==> src/rtl/mem_port_arbiter.sv <==
// Purpose : shares one single-ported memory between the fetch port and the load/store port.
// Latency : request seen in IDLE cycle t -> ack in cycle t+MEM_LATENCY+1; one access per MEM_LATENCY+2 cycles.
// Backpr. : requesters hold req/addr/wdata/we until ack; halted blocks new grants, in-flight access completes.
//
// Ports:
//   clk, rst_b                 clock (rising edge), asynchronous active-low reset
//   halted                     suppresses new grants while high
//   if_req/if_addr             fetch request; if_ack/if_rdata one-cycle completion
//   d_req/d_we/d_addr/d_wdata  load/store request; d_ack/d_rdata one-cycle completion
//   mem_en/mem_we/mem_addr/mem_wdata/mem_rdata   single-ported memory interface
//   busy                       high whenever an access is in progress
//   grant_is_data              high while the current access belongs to the data port
module mem_port_arbiter #(
  parameter int XLEN         = 32,
  parameter int MEM_LATENCY  = 2,
  parameter int STARVE_LIMIT = 3
) (
  input  logic            clk,
  input  logic            rst_b,
  input  logic            halted,
  input  logic            if_req,
  input  logic [XLEN-1:0] if_addr,
  output logic            if_ack,
  output logic [XLEN-1:0] if_rdata,
  input  logic            d_req,
  input  logic            d_we,
  input  logic [XLEN-1:0] d_addr,
  input  logic [XLEN-1:0] d_wdata,
  output logic            d_ack,
  output logic [XLEN-1:0] d_rdata,
  output logic            mem_en,
  output logic            mem_we,
  output logic [XLEN-1:0] mem_addr,
  output logic [XLEN-1:0] mem_wdata,
  input  logic [XLEN-1:0] mem_rdata,
  output logic            busy,
  output logic            grant_is_data
);

  localparam int CW = (MEM_LATENCY > 1) ? $clog2(MEM_LATENCY) : 1;
  localparam int SW = $clog2(STARVE_LIMIT + 1);
  localparam logic [CW-1:0] CNT_INIT   = CW'(MEM_LATENCY - 1);
  localparam logic [SW-1:0] STARVE_MAX = SW'(STARVE_LIMIT);

  typedef enum logic [1:0] {
    IDLE   = 2'd0,
    ACCESS = 2'd1,
    RESP   = 2'd2
  } state_t;

  state_t            r_state;
  state_t            w_next_state;
  logic [CW-1:0]     r_cnt;
  logic [SW-1:0]     r_starve_cnt;
  logic [XLEN-1:0]   r_addr;
  logic [XLEN-1:0]   r_wdata;
  logic              r_we;
  logic              r_owner;     // 1 = data port owns the access

  logic              w_grant;
  logic              w_pick_data;

  // Arbitration only matters in IDLE; a fetch that has watched STARVE_LIMIT
  // data grants go by wins the next contested slot.
  assign w_grant     = (r_state == IDLE) && !halted && (if_req || d_req);
  assign w_pick_data = d_req && !(if_req && (r_starve_cnt == STARVE_MAX));

  always_ff @(posedge clk or negedge rst_b) begin
    if (!rst_b) begin
      r_state <= IDLE;
    end else begin
      r_state <= w_next_state;
    end
  end

  always_comb begin
    w_next_state  = r_state;
    mem_en        = 1'b0;
    mem_we        = 1'b0;
    mem_addr      = '0;
    mem_wdata     = '0;
    if_ack        = 1'b0;
    if_rdata      = '0;
    d_ack         = 1'b0;
    d_rdata       = '0;
    busy          = (r_state != IDLE);
    grant_is_data = (r_state != IDLE) && r_owner;
    case (r_state)
      IDLE: begin
        if (w_grant) begin
          w_next_state = ACCESS;
        end
      end
      ACCESS: begin
        mem_addr  = r_addr;
        mem_wdata = r_wdata;
        // The counter is still at its load value only on the first ACCESS cycle.
        if (r_cnt == CNT_INIT) begin
          mem_en = 1'b1;
          mem_we = r_we;
        end
        if (r_cnt == '0) begin
          w_next_state = RESP;
        end
      end
      RESP: begin
        if (r_owner) begin
          d_ack   = 1'b1;
          d_rdata = r_we ? '0 : mem_rdata;
        end else begin
          if_ack   = 1'b1;
          if_rdata = mem_rdata;
        end
        w_next_state = IDLE;
      end
      default: begin
        w_next_state = IDLE;
      end
    endcase
  end

  always_ff @(posedge clk or negedge rst_b) begin
    if (!rst_b) begin
      r_cnt        <= '0;
      r_starve_cnt <= '0;
      r_addr       <= '0;
      r_wdata      <= '0;
      r_we         <= 1'b0;
      r_owner      <= 1'b0;
    end else begin
      case (r_state)
        IDLE: begin
          if (w_grant) begin
            r_cnt   <= CNT_INIT;
            r_owner <= w_pick_data;
            if (w_pick_data) begin
              r_addr  <= d_addr;
              r_wdata <= d_wdata;
              r_we    <= d_we;
            end else begin
              r_addr  <= if_addr;
              r_wdata <= '0;
              r_we    <= 1'b0;
            end
            // Count only data grants that actually made a fetch wait.
            if (w_pick_data && if_req) begin
              if (r_starve_cnt != STARVE_MAX) begin
                r_starve_cnt <= r_starve_cnt + 1'b1;
              end
            end else begin
              r_starve_cnt <= '0;
            end
          end
        end
        ACCESS: begin
          if (r_cnt != '0) begin
            r_cnt <= r_cnt - 1'b1;
          end
        end
        default: begin
        end
      endcase
    end
  end

endmodule

==> config.mk <==
export PLATFORM = sky130hd
export DESIGN_NAME = mem_port_arbiter
export DESIGN_NICKNAME = d
export VERILOG_FILES = /design/src/rtl/mem_port_arbiter.sv
export SDC_FILE = /design/constraint.sdc
export NUM_CORES = 1
export LEC_CHECK = 0
export ABC_AREA = 1
export BUFFER_PORTS_ARGS = -buffer_cell sky130_fd_sc_hd__clkbuf_2
export CORE_MARGIN = 3
export CORE_UTILIZATION = 31
export CTS_CLUSTER_SIZE = 8
export DETAILED_ROUTE_END_ITERATION = 12
export SLEW_MARGIN = 40
export SYNTH_ARGS = -nofsm -noshare
export SYNTH_HDL_FRONTEND = slang
export SYNTH_SLANG_ARGS = --single-unit
==> constraint.sdc <==
create_clock -name clk -period 1.3 [get_ports clk]
set_input_delay 0.39 -clock clk [delete_from_list [all_inputs] [get_ports clk]]
set_output_delay 0.39 -clock clk [all_outputs]
set_load 0.01 [all_outputs]
==> results of run 1 <==
==> sequential cells by signal, summed over array words and instances (netlist names) <==
signal and flops:
r_addr 32, r_wdata 32, r_starve_cnt 2, r_state 2, r_cnt 1, r_owner 1, r_we 1
==> metrics by stage <==
| step | setup WS (ps) | area, um2 | power, uW | std cells | TNS [ps] |
|---|---|---|---|---|---|
| after global placement | -285 | 6460 | 9770 | 1101 | -30520 |
| after CTS | -641 | 7260 | 13700 | 1136 | -89040 |
| after detailed placement | -304 | 6460 | 9820 | 1101 | -32960 |
| after floorplan | -163 | 4860 | 7830 | 673 | -14920 |
| final | -615 | 7520 | 13800 | 1138 | -84950 |
| after global routing | -707 | 7520 | 14900 | 1138 | -105880 |
==> power groups by stage <==
stage | sequential (uW) | clock, uW | combinational, uW
2_1_floorplan | 3760 | 0 | 4070
6_report | 3850 | 2870 | 7030
3_5_place_dp | 3860 | 0 | 5960
5_1_grt | 4000 | 3050 | 7820
4_1_cts | 3840 | 2960 | 6900
3_3_place_gp | 3840 | 0 | 5930
==> layout make-up <==
class / instances / area, um2 / area share
well taps: 176 / 220 / 0.0293
repair buffers: 317 / 2380 / 0.317
flip-flops and latches: 71 / 1780 / 0.236
inverters: 108 / 408 / 0.0543
clock buffers: 10 / 229 / 0.0305
clock inverters: 6 / 116 / 0.0155
multi-input cells: 450 / 2380 / 0.317
==> critical path: stages, from the launching register on <==
cell	delay, ps
dfrtp_1	410
nor2_2	190
inv_4	80
buf_16	190
nor2_2	140
clkbuf_2	140
==> placed cells by master, fill, tap and decap left out, drive strengths merged <==
cell,n
bufinv,3
ha,1
inv,109
nor2,137
o21ai,34
clkbuf,244
bufbuf,2
nand2,210
nand3,68
buf,81
dfrtp,71
clkinv,2
==> cells by family after synthesis <==
group,Yosys count
AOI/OAI and AO/OA,34
and+or+nand+nor,415
adders and majority gates,1
buffers and inverters,152
DFF,71
==> metal layers <==
layer  GRT usage  up-vias
li1            -     2562
met3      0.0627       14
met4      0.0574        0
met1       0.235     2193
met5           0        -
met2       0.320      192
==> path summary, 6_finish.rpt <==
kind | startpoint | to | slack, ps
worst max-delay path | r_state[1] | mem_addr[21] | -620
worst min-delay path | rst_b | r_addr[8] | 50
worst max register to register | r_state[1] | r_addr[18] | -240
worst min register to register | r_cnt | r_state[1] | 450
max in group asynchronous | rst_b | r_wdata[14] | 920
min in group clk | d_wdata[28] | r_wdata[28] | 300
==> what timing repair did <==
| action | in CTS | in global routing |
|---|---|---|
| resized for setup | 26 | 75 |
| endpoints found under the setup margin | 202 | 204 |
| setup buffers | 9 | 1 |
| cloned | 10 | 1 |
| hold buffers | 0 | 0 |
| pin swaps | 4 | 2 |
==> impl_metrics.env, run 1 <==
export IMPL_wl_per_cell_um=13.5
export IMPL_synthCells=673
export IMPL_cts_tree="done"
export IMPL_synth_seq_cells=71
export IMPL_crit_path_end_kind="primary output"
export IMPL_htreeDepth=3
export IMPL_synth_xor_area_share=0
export IMPL_syn_num_nets=808
export IMPL_hold_slack_ps=52.2
export IMPL_finalHoldViolations=0
export IMPL_fill_cells=1281
export IMPL_post_route_util=0.561
export IMPL_min_period_ps=1920
export IMPL_synth_edf_count=0
export IMPL_worstHoldPathType="input port to async pin"
export IMPL_vdd_drop_max_uv=989
export IMPL_die_area_mm2=0.0153
export IMPL_wl_met3_um=1400
export IMPL_power_density_mw_per_mm2=1830
export IMPL_finalCritPeriodShare=1.47
export IMPL_yosysWarnings=0
export IMPL_required_ps=910
export IMPL_synth_top_family_by_area="simple AND/OR/NAND/NOR gates"
export IMPL_drive_gt1_frac=0.490
export IMPL_drv_cap=0
export IMPL_power_internal_uw=8290
export IMPL_p_clk_frac=0.209
export IMPL_track_usage=0.192
export IMPL_worst_pin_slew_ps=397
export IMPL_clock_path_buffers=2
export IMPL_synth_compound_area_frac=0.0395
export IMPL_cellLeakagePower_uw=0.00417
export IMPL_die_h_um=124
export IMPL_netlist_top_cells_area="dfrtp_1 41%, nand2_1 18%, nor2_1 12%"
export IMPL_swShare=0.398
export IMPL_yosysSeqAreaShare=0.413
export IMPL_synth_common_cells="210 x nand2_1, 135 x nor2_1, 105 x inv_1"
export IMPL_num_io_pins=268
export IMPL_cts_sinks=71
export IMPL_syn_to_final_growth_pct=74.7
export IMPL_finalWeightedCongestion=0.765
export IMPL_wl_met1_um=6250
export IMPL_critPathKind="flop to primary output"
export IMPL_drc=0
export IMPL_start_kind="flop"
export IMPL_cts_root_buf="clkbuf_16"
export IMPL_cp_max_fo=37
export IMPL_synthAdderAreaFrac=0.00291
export IMPL_top_layer="met4"
export IMPL_antenna_cells=0
export IMPL_syn_avg_cell_area_um2=6.39
export IMPL_rsz0062_at_grt="true"
export IMPL_yosysTopAreaCell="dfrtp_1"
export IMPL_first_iter_violations=197
export IMPL_synth_top_area_share=0.413
export IMPL_synth_mux_area_fraction=0
export IMPL_synth_most_common_cell="nand2_1"
export IMPL_core_area_mm2=0.0134
export IMPL_violations="negative setup slack"
export IMPL_finalMaxSlewViolations=0
export IMPL_crit_arrival_ps=1530
export IMPL_clkLatencyLatePin_ps=330
export IMPL_netlist_area_mm2=0.00430
export IMPL_grt_pass1_wl_um=22700
export IMPL_numCtsBuffers=9
export IMPL_status="finished with violations"
export IMPL_clk_pin_slew_ps=60
export IMPL_ys_types=15
export IMPL_synth_async_reset_ratio=1.00
export IMPL_power_frac_seq=0.280
export IMPL_synth_ff_type="dfrtp_1"
export IMPL_synth_simple_area_share=0.386
export IMPL_grt_antenna_before_repair=0
export IMPL_dp_hpwl_um=10500
export IMPL_maxSlewHeadroom=0.735
export IMPL_power_net_switching_uw=5470
export IMPL_fmax_ghz=0.522
export IMPL_setup_slack_ps=-615
export IMPL_grt_pass1_vias=4508
export IMPL_share_comb_of_total_power=0.511
export IMPL_route_vias_total=4961
export IMPL_nets=1092
export IMPL_std_cell_rows=42
export IMPL_io_buffers=267
export IMPL_drt_total_wl_um=15400
export IMPL_overflow=0
export IMPL_vias_per_cell=4.36
export IMPL_start_util=0.321
export IMPL_dr_pass1_iters=4
export IMPL_wl_met2_um=7490
export IMPL_die_x_um=124
export IMPL_fin_skew_ps=6.50
export IMPL_reg2regPathDepth=9
export IMPL_final_setup_viol_count=204
export IMPL_grt_max_degree=72
export IMPL_ant_nets=0
(Power assumes the default switching activity.)
==> run 2, diff against run 1 <==
--- a/config.mk
+++ b/config.mk
@@ -9,6 +9,7 @@
 export BUFFER_PORTS_ARGS = -buffer_cell sky130_fd_sc_hd__clkbuf_2
 export CORE_MARGIN = 3
 export CORE_UTILIZATION = 31
+export CTS_BUF_LIST = sky130_fd_sc_hd__clkbuf_2
 export CTS_CLUSTER_SIZE = 8
 export DETAILED_ROUTE_END_ITERATION = 12
 export SLEW_MARGIN = 40
==> impl_metrics.env, run 2 (synthesis gave the netlist of run 1 again) <==
export IMPL_final_common_cell="clkbuf_2"
export IMPL_min_period_ps=2190
export IMPL_mostFrequentLayoutCells="241 x clkbuf_2, 207 x nand2_1, 104 x inv_1"
export IMPL_dpl_worst_slack_ps=-304
export IMPL_hold_slack_ps=78.1
export IMPL_htreeDepth=3
export IMPL_dr_pass1_iters=6
export IMPL_vdd_drop_max_uv=751
export IMPL_final_area_mm2=0.00757
export IMPL_crit_path_end_kind="primary output"
export IMPL_fill_cells=1275
export IMPL_setup_slack_ps=-888
export IMPL_finalCritPeriodShare=1.68
export IMPL_crit_arrival_ps=1800
export IMPL_rsz0062_at_grt="true"
export IMPL_cts_sinks=71
export IMPL_clkLatencyLatePin_ps=560
export IMPL_num_io_pins=268
export IMPL_dpl_cell_area_mm2=0.00646
export IMPL_drt_total_wl_um=15600
export IMPL_die_h_um=124
export IMPL_swShare=0.430
export IMPL_start_kind="flop"
export IMPL_wl_per_cell_um=13.4
export IMPL_worst_pin_slew_ps=400
export IMPL_drv_cap=0
export IMPL_required_ps=910
export IMPL_std_cell_rows=42
export IMPL_cts_tree="done"
export IMPL_reg2regPathDepth=9
export IMPL_final_setup_viol_count=204
export IMPL_drc=0
export IMPL_maxSlewHeadroom=0.733
export IMPL_route_vias_total=5067
export IMPL_track_usage=0.192
export IMPL_ant_nets=0
export IMPL_regToRegSetupSlack_ps=-280
export IMPL_post_route_util=0.565
export IMPL_numCtsBuffers=9
export IMPL_first_iter_violations=208
export IMPL_power_internal_uw=7200
export IMPL_finalMaxSlewViolations=0
export IMPL_power_frac_seq=0.303
export IMPL_overflow=0
export IMPL_worstSetupStartpoint="r_state[0]"
export IMPL_worstHoldPathType="input port to flop"
export IMPL_drive_gt1_frac=0.475
export IMPL_finalHoldViolations=0
export IMPL_setup_worst_path_end="d_rdata[5]"
export IMPL_grt_antenna_before_repair=1
export IMPL_share_comb_of_total_power=0.559
export IMPL_violations="negative setup slack"
export IMPL_cp_max_fo=6
export IMPL_fmax_ghz=0.457
export IMPL_start_util=0.321
export IMPL_vias_per_cell=4.35
export IMPL_fin_skew_ps=27.3
export IMPL_clk_pin_slew_ps=230
export IMPL_p_clk_frac=0.138
export IMPL_power_net_switching_uw=5420
export IMPL_syn_to_final_growth_pct=75.8
export IMPL_grt_pass1_wl_um=22700
export IMPL_power_density_mw_per_mm2=1670
export IMPL_status="finished with violations"
export IMPL_die_area_mm2=0.0153
export IMPL_io_buffers=267
export IMPL_worstReg2RegEnd="r_wdata[14]"
export IMPL_top_regs="r_addr: 32 flops, r_wdata: 32 flops"
export IMPL_grt_max_degree=72
export IMPL_die_x_um=124
export IMPL_core_area_mm2=0.0134
export IMPL_critPathKind="flop to primary output"
export IMPL_cellLeakagePower_uw=0.00418
export IMPL_worstHoldStart="d_wdata[14]"
export IMPL_r2r_start="r_state[1]"
export IMPL_grt_pass1_vias=4558
export IMPL_cts_root_buf="clkbuf_2"
export IMPL_finalWeightedCongestion=0.765
export IMPL_nets=1118
export IMPL_dp_hpwl_um=10500
export IMPL_clock_path_buffers=2
-- run 2: cell types whose count changed in the layout (fill, tap and decap cells not counted), sizes merged --
| cell | before | now |
|---|---|---|
| dlygate4sd3 | 0 | 29 |
| bufbuf | 2 | 0 |
| buf | 81 | 80 |
| diode | 0 | 1 |
-- run 2: routing by layer --
layer / share of wire / wire, um / GRT usage
met1: 0.41 / 6460 / 0.236
met2: 0.48 / 7490 / 0.321
met3: 0.089 / 1400 / 0.0563
met4: 0.016 / 248 / 0.0657
met5: 0 / 0 / 0
-- run 2: metrics by stage --
stage	TNS (ps)	instances	power (uW)
after floorplan	-14920	673	7830
after global placement	-30520	1101	9770
after detailed placement	-32960	1101	9820
after CTS	-141570	1161	12400
after global routing	-160320	1165	13700
final	-128060	1165	12600
-- run 2: what timing repair did --
item                       CTS  global route
setup endpoints to repair  202           204
pin swaps                    4             4
hold endpoints to repair    99             0
resized for setup           28            79
hold buffers                29             0
setup buffers                7             1
gates cloned                 8             2
-- run 2: area by class of cell --
class                   count  area [um2]  area share
diodes                      1        2.50    0.000331
inverters                 108         408      0.0539
multi-input cells         450        2380       0.315
clock inverters             6         116      0.0154
flip-flops and latches     71        1780       0.235
repair buffers            343        2610       0.345
well taps                 176         220      0.0291
clock buffers              10        50.0     0.00661
-- run 2: power by group through the flow --
stage,registers (uW),clock network [uW],logic (uW)
detailed placement,3860,0,5960
global route,3980,1900,7830
global placement,3840,0,5930
finish,3830,1740,7050
floorplan,3760,0,4070
CTS,3820,1810,6740
-- run 2: critical path, cell delays in order (launching register included) --
cell	delay, ps
dfrtp_1	440
inv_2	80
nand2_2	60
nor2_4	140
nand2_8	120
buf_12	170
nor2_4	100
buf_6	100
-- run 2: worst min path at each step --
stage / end / slack (ps) / cells past startpoint
CTS: r_wdata[7] / 3 / 3
detailed placement: r_addr[8] / 440 / 2
global route: r_wdata[9] / 40 / 3
global placement: r_addr[8] / 430 / 2
finish: r_wdata[14] / 80 / 3
floorplan: r_addr[0] / 90 / 0
